$ cat src/rtl/sram_arb_pkg.sv
// Shared constants and types for the two-port SRAM round-robin arbiter.
// Latency: n/a (declarations only).
// Backpressure: n/a.
package sram_arb_pkg;

    // Default geometry and lock limit
    localparam int AW_DEF       = 10;
    localparam int DW_DEF       = 32;
    localparam int NREQ         = 2;
    localparam int MAX_LOCK_DEF = 16;

    // Requester indices
    localparam int REQ0 = 0;
    localparam int REQ1 = 1;

    // Lock counter width; MAX_LOCK is limited to 1..255
    localparam int LOCK_CW = 8;

    // Data-phase control carried one cycle behind the grant
    typedef struct packed {
        logic vld;
        logic owner;
        logic wren;
    } pipe_ctl_t;

endpackage

$ cat src/rtl/sram_rr_arbiter.sv
// Two-requester round-robin arbiter with grant lock in front of a single-port SRAM.
// Latency: grant is combinational; read data / write strobe one cycle after the grant.
// Backpressure: a requester holds its request until O_GNT[i]; one access per cycle, no stalls.
//
// Ports:
//   I_HCLK, I_HRESET           clock, synchronous active-high reset
//   I_REQ/I_LOCK/I_WREN        per-requester request, grant-hold, write select
//   I_ADDR/I_WDATA             packed {req1, req0} address and write data
//   O_GNT                      one-hot grant (address phase)
//   O_RVALID/O_RDATA           read return for the data-phase owner
//   O_MADDR/O_MWDATA/O_MWREN   SRAM address (address phase), write data/enable (data phase)
//   I_MRDATA                   SRAM read data for the address of the previous cycle
module sram_rr_arbiter
    import sram_arb_pkg::*;
#(
    parameter int AW       = AW_DEF,
    parameter int DW       = DW_DEF,
    parameter int MAX_LOCK = MAX_LOCK_DEF
) (
    input  logic               I_HCLK,
    input  logic               I_HRESET,
    input  logic [NREQ-1:0]    I_REQ,
    input  logic [NREQ-1:0]    I_LOCK,
    input  logic [NREQ-1:0]    I_WREN,
    input  logic [NREQ*AW-1:0] I_ADDR,
    input  logic [NREQ*DW-1:0] I_WDATA,
    output logic [NREQ-1:0]    O_GNT,
    output logic [NREQ-1:0]    O_RVALID,
    output logic [DW-1:0]      O_RDATA,
    output logic [AW-1:0]      O_MADDR,
    output logic [DW-1:0]      O_MWDATA,
    output logic               O_MWREN,
    input  logic [DW-1:0]      I_MRDATA
);

    localparam logic [LOCK_CW-1:0] LP_MAX = LOCK_CW'(MAX_LOCK);

    logic               r_rr;         // preferred requester
    logic [LOCK_CW-1:0] r_lock_cnt;   // consecutive locked grants held by r_rr
    pipe_ctl_t          r_pipe;
    logic [DW-1:0]      r_wdata;
    logic [AW-1:0]      r_held_addr;

    logic               w_any;
    logic               w_sel;
    logic               w_lock_exp;
    logic               w_keep;
    logic               w_rd;
    logic [AW-1:0]      w_addr;
    logic [DW-1:0]      w_wdata;

    always_comb begin
        w_lock_exp = (r_lock_cnt == LP_MAX);
        w_any      = (|I_REQ) & ~I_HRESET;
        w_sel      = 1'b0;
        if (I_REQ[REQ0] & I_REQ[REQ1]) begin
            // A non-zero count always belongs to r_rr, so an exhausted lock
            // hands this arbitration to the other requester.
            w_sel = w_lock_exp ? ~r_rr : r_rr;
        end else if (I_REQ[REQ1]) begin
            w_sel = 1'b1;
        end
        w_addr  = w_sel ? I_ADDR[2*AW-1:AW]  : I_ADDR[AW-1:0];
        w_wdata = w_sel ? I_WDATA[2*DW-1:DW] : I_WDATA[DW-1:0];
        // Lock is honoured while the holder is under the limit; a locked grant
        // to the other requester starts a fresh run.
        w_keep  = I_LOCK[w_sel] & ((w_sel != r_rr) | (r_lock_cnt < LP_MAX));
    end

    always_ff @(posedge I_HCLK) begin
        if (I_HRESET) begin
            r_rr        <= 1'b0;
            r_lock_cnt  <= '0;
            r_pipe      <= '0;
            r_wdata     <= '0;
            r_held_addr <= '0;
        end else if (w_any) begin
            r_held_addr  <= w_addr;
            r_pipe.vld   <= 1'b1;
            r_pipe.owner <= w_sel;
            r_pipe.wren  <= I_WREN[w_sel];
            r_wdata      <= w_wdata;
            if (w_keep) begin
                r_rr       <= w_sel;
                r_lock_cnt <= (w_sel == r_rr) ? r_lock_cnt + 1'b1 : LOCK_CW'(1);
            end else begin
                r_rr       <= ~w_sel;
                r_lock_cnt <= '0;
            end
        end else begin
            r_pipe.vld <= 1'b0;
        end
    end

    // Reset gates the data phase combinationally so a pending access is dropped.
    assign w_rd     = r_pipe.vld & ~r_pipe.wren & ~I_HRESET;
    assign O_GNT    = w_any ? (w_sel ? 2'b10 : 2'b01) : 2'b00;
    assign O_MADDR  = w_any ? w_addr : r_held_addr;
    assign O_MWDATA = r_wdata;
    assign O_MWREN  = r_pipe.vld & r_pipe.wren & ~I_HRESET;
    assign O_RVALID = w_rd ? (r_pipe.owner ? 2'b10 : 2'b01) : 2'b00;
    assign O_RDATA  = w_rd ? I_MRDATA : '0;

endmodule

$ cat config.mk
export PLATFORM = sky130hd
export DESIGN_NAME = sram_rr_arbiter
export DESIGN_NICKNAME = d
export VERILOG_FILES = /design/src/rtl/sram_arb_pkg.sv /design/src/rtl/sram_rr_arbiter.sv
export SDC_FILE = /design/constraint.sdc
export NUM_CORES = 1
export LEC_CHECK = 0
export BUFFER_PORTS_ARGS = -buffer_cell sky130_fd_sc_hd__clkbuf_2
export CAP_MARGIN = 20
export CORE_UTILIZATION = 41
export CTS_CLUSTER_DIAMETER = 60
export DETAILED_ROUTE_END_ITERATION = 16
export PLACE_DENSITY = 0.85
export SYNTH_ARGS = -nofsm -noshare
export SYNTH_HDL_FRONTEND = slang
export SYNTH_SLANG_ARGS = --single-unit
$ cat constraint.sdc
create_clock -name I_HCLK -period 2.46 [get_ports I_HCLK]
set_clock_uncertainty 0.1 [all_clocks]
set_input_delay 0 -clock I_HCLK [delete_from_list [all_inputs] [get_ports I_HCLK]]
set_output_delay 0 -clock I_HCLK [all_outputs]
set_load 0.03 [all_outputs]
# After elaboration in Yosys (flattened, before gate mapping)
# Index checks and enable logic that the tools add are counted.
[classes]
n_addsub = 1
magnitude_cmp = 2
n_eq_ne = 3
n_mux = 19
bitwise = 12
n_reduce_logical = 1
[ops]
columns = ["operator", "count"]
rows = [
  ["two-way mux 32 bit", 2],
  ["two-way mux 10 bit", 2],
  ["two-way mux 8 bit", 2],
  ["two-way mux 1 bit", 9],
  ["adder 8 x 1 -> 8 bit (second input constant)", 1],
  ["equality test 8 x 5 -> 1 bit (second input constant)", 1],
  ["less-than comparator 8 x 5 -> 1 bit (second input constant)", 1],
  ["two-way mux 2 bit", 4],
  ["AND 1 bit", 7],
  ["inverter 1 bit", 4],
  ["less-than comparator 1 x 2 -> 1 bit (second input constant)", 1],
  ["OR reduction 2 bit", 1],
  ["equality test 1 bit", 1],
  ["inequality test 1 bit", 1],
  ["OR 1 bit", 1],
]
[word_totals]
register_bits = 54
inputBits = 124
out_inout_bits = 79
wordCells = 45

# Logic depth before layout (Yosys ltp)
[depth]
depth_word = 7
depth_mapped = 9
depth_no_buf = 7

# Worst setup path before layout
# OpenSTA, ideal clock, no wires.
[synth_timing]
kind = "register -> output"
startpoint = "register r_lock_cnt[0]"
endpoint = "output port O_GNT[0]"
t_arrival_ns = 2.109
required_ns = 2.360
path_slack_ns = 0.251
path_stages_with_launch = 9
path_buffers = 2
path_cell_list = "dfxtp_1 inv_1 ha_1 and4bb_1 nand4_1 and3_1 buf_6 buf_6 nor3_1"
[synth_between]
elab_chain_len = 5
[synth_rtl]
columns = ["item", "line", "source"]
rows = [
  ["from (decl)", "sram_rr_arbiter.sv:39", "logic [LOCK_CW-1:0] r_lock_cnt;"],
  ["from (signal assigned)", "sram_rr_arbiter.sv:85", "r_lock_cnt <= (w_sel == r_rr) ? r_lock_cnt + 1'b1 : LOCK_CW'(1);"],
  ["equality test 8 x 5 -> 1 bit", "sram_rr_arbiter.sv:53", "w_lock_exp = (r_lock_cnt == LP_MAX);"],
  ["two-way mux 1 bit", "sram_rr_arbiter.sv:59", "w_sel = w_lock_exp ? ~r_rr : r_rr;"],
  ["two-way mux 1 bit", "sram_rr_arbiter.sv:56", "if (I_REQ[REQ0] & I_REQ[REQ1]) begin"],
  ["two-way mux 2 bit (2 in a row)", "sram_rr_arbiter.sv:97", "assign O_GNT = w_any ? (w_sel ? 2'b10 : 2'b01) : 2'b00;"],
  ["to (decl)", "sram_rr_arbiter.sv:27", "output logic [NREQ-1:0] O_GNT,"],
]
# No other way between the ends.

# Final worst setup path
[layout_timing]
startpoint = "register r_lock_cnt[0]"
endpoint = "output port O_MADDR[4]"
[layout_between]
elab_chain_len = 5
[layout_rtl]
columns = ["item", "line", "source"]
rows = [
  ["equality test 8 x 5 -> 1 bit", "sram_rr_arbiter.sv:53", ""],
  ["two-way mux 1 bit", "sram_rr_arbiter.sv:59", ""],
  ["two-way mux 1 bit", "sram_rr_arbiter.sv:56", ""],
  ["two-way mux 10 bit", "sram_rr_arbiter.sv:63", "w_addr = w_sel ? I_ADDR[2*AW-1:AW] : I_ADDR[AW-1:0];"],
  ["two-way mux 10 bit", "--", ""],
  ["to (decl)", "sram_rr_arbiter.sv:30", "output logic [AW-1:0] O_MADDR,"],
]
# No other way between the ends.

==> results.md <==
- Ports: 203
- Final critical-path required period: 2420 ps
- Hold Slack: 200 ps
- Fill count: 409
- Avg WL per Cell: 17.1 um
- Starting density of the core: 42.2%
- LEAKAGE: 0.00240 uW
- WP data arrival: 2320 ps
- Die Y: 85.7 um
- Area grow syn2layout: 75.9%
- # setup viols final: 0
- Sequential fraction of the synthesis area: 37.7%
- Avg Cell Area, Syn: 8.09 um^2
- Maximum fanout along the worst path: 5
- Clock transition at path regs: 100 ps
- Status: complete, no violations
- Syn Nets: 481
- Vias: 4,019
- Final slew viol count: 0
- CTS buffer count: 5
- Post-Syn Area: 2870 um^2
- GR Util met2: 52.4%
- Synth Instances: 355
- Via density per instance: 5.47
- Commonest non-fill, non-tap cell in the layout: clkbuf_2
- Synth Register Bits: 54
- Met1 usage: 39.2%
- Area of the multi-input gates: 1730 um^2
- Max Freq: 413 MHz
- CTS tree: yes
- Fin. Hold Viols: 0
- Worst slew pin tran: 491 ps
- Unrepaired setup endpoints after global routing: yes
- Clk_lat worst skew: 310 ps
- Power Dens Cells: 465 nW/um^2
- Nets: 764
- GRT Util Overall: 31.5%
- Final HPWL DP: 6630 um
- Yosys cell types: 42
- Crit. End Element: output pin
- Root buf cell: clkbuf_8
- Routed wire length: 12,500 um
- Drt first pass iters: 6
- Vias in the first global route: 3,878
- # diodes: 0
- Sink Count: 54
- Peak VDD IR: 327 uV
- Layout cells sized above 1: 40.4%
- Yosys warns: 0
- Deepest clock path buffer count: 2
- Total congestion overflow: 0
- Commonest non-fill, non-tap cells in the layout: 195 x clkbuf_2, 89 x dlygate4sd3_1, 57 x a21oi_1
- Largest net degree at the start of global routing: 44
- Initial antenna violation count: 0
- Global-route wire length before repair: 18,300 um
- Die area: 7340 um^2
- Register area: 1080 um^2
- Slew HR: 67.3%
- WS Path Type: reg2out
- Setup WS pre-CTS: 317 ps
- Post-synth ARST share: 0%
- GRT Max-Usage Layer: met2
- Top FF cell, synth: dfxtp_1
- H-tree levels: 2
- DRT antenna net count: 0
- R2R Setup Slk: 50 ps
- Chip width: 85.7 um
- Max-cap viol count: 0
- Met3 Resource Use GR: 8.18%
- CP Launch Type: flop
- Final period util: 98.5%
- Worst EP required: 2360 ps
- Core area: 6790 um^2
- Final worst slack: 37.9 ps
- Min-delay worst type: in2reg
- GP Congestion: 0.826
- Buffers on Ports: 202
- Row count: 30
- DRT iter0 DRCs: 229
- Final TNS setup: 0 ps
- # DRC: 0
- Number of synthesized flops with an enable pin: 0
critical path: stages (launching register included):
cell       delay, ps
dfxtp_2          360
inv_1             50
ha_1             150
nand4bb_1        170
o211ai_2         310
buf_6            160
a21oi_4           90
a221oi_2         280
a21bo_2          260
buf_2            180
report_power, final:
part           leakage (uW)  switching [uW]  internal, uW
clock             0.0000447             316           206
sequential         0.000447            48.4           939
combinational       0.00191             476           364
path summary, 6_finish.rpt:
check | start | to | cells past startpoint
hold reg to reg | r_lock_cnt[1] | r_lock_cnt[1] | 2
hold / removal | I_REQ[0] | r_rr | 3
setup / recovery | r_lock_cnt[0] | O_MADDR[4] | 9
setup reg to reg | r_lock_cnt[0] | r_held_addr[7] | 9
routing by layer:
layer,up-vias,wire (um)
met5,-,0
met4,0,323
met3,39,1090
met2,225,6170
met1,1915,4950
li1,1840,-
synthesized netlist by cell type (all sizes together), types with 2 or more instances:
cell type,number,area (um^2)
a21bo,10,100
a21oi,58,294
a221oi,10,87.6
a22oi,34,260
a31oi,2,18.8
and2,36,225
buf,12,93.8
clkbuf,17,63.8
dfxtp,54,1080
ha,2,25.0
inv,3,11.3
nand2,50,188
nand3,3,15.0
nand3b,3,22.5
nand4,2,12.5
nor2,16,60.1
nor2b,16,100
nor3,5,25.0
nor3b,2,15.0
o21ai,3,15.0
o31ai,2,20.0
or3,2,17.5
flip-flops by register name (all words and copies together), names as in the netlist:
signal and flops:
r_lock_cnt 8, r_held_addr 10, r_rr 1, O_MWDATA 32, r_pipe 3
kinds of logic after synthesis:
group	Yosys count	share of synthesized area, %
mux	1	0.392
compound gates	126	29.9
fa+ha+maj	2	0.872
simple gates	140	25.3
flops	54	37.7
buf+inv	32	5.88
final cells by class:
cell class                 instances  share of cell area [%]
timing repair buffer             304                    39.7
tap                               96                    2.38
inverter                           3                   0.223
clock inverter                     3                   0.496
multi-input combinational        270                    34.4
sequential                        54                    21.5
clock buffer                       5                    1.36
per-stage QoR:
step | total power [uW] | utilization [%] | instance area [um^2] | std cells
after floorplan | 1420 | - | 2870 | 355
after global placement | 1640 | 57.7 | 3920 | 632
after detailed placement | 1650 | 57.7 | 3920 | 632
after CTS | 2290 | 72.6 | 4930 | 731
after global routing | 2440 | 74.3 | 5050 | 735
final | 2350 | 74.3 | 5050 | 735
repair_timing:
item	in CTS	in global routing
pin swaps	0	4
gates resized for setup	2	26
gates cloned	0	2
buffers inserted	2	2
endpoints found under the hold margin	44	0
endpoints found under the setup margin	10	13
hold buffers	89	0
No activity file was read; power rests on OpenSTA's default activity.
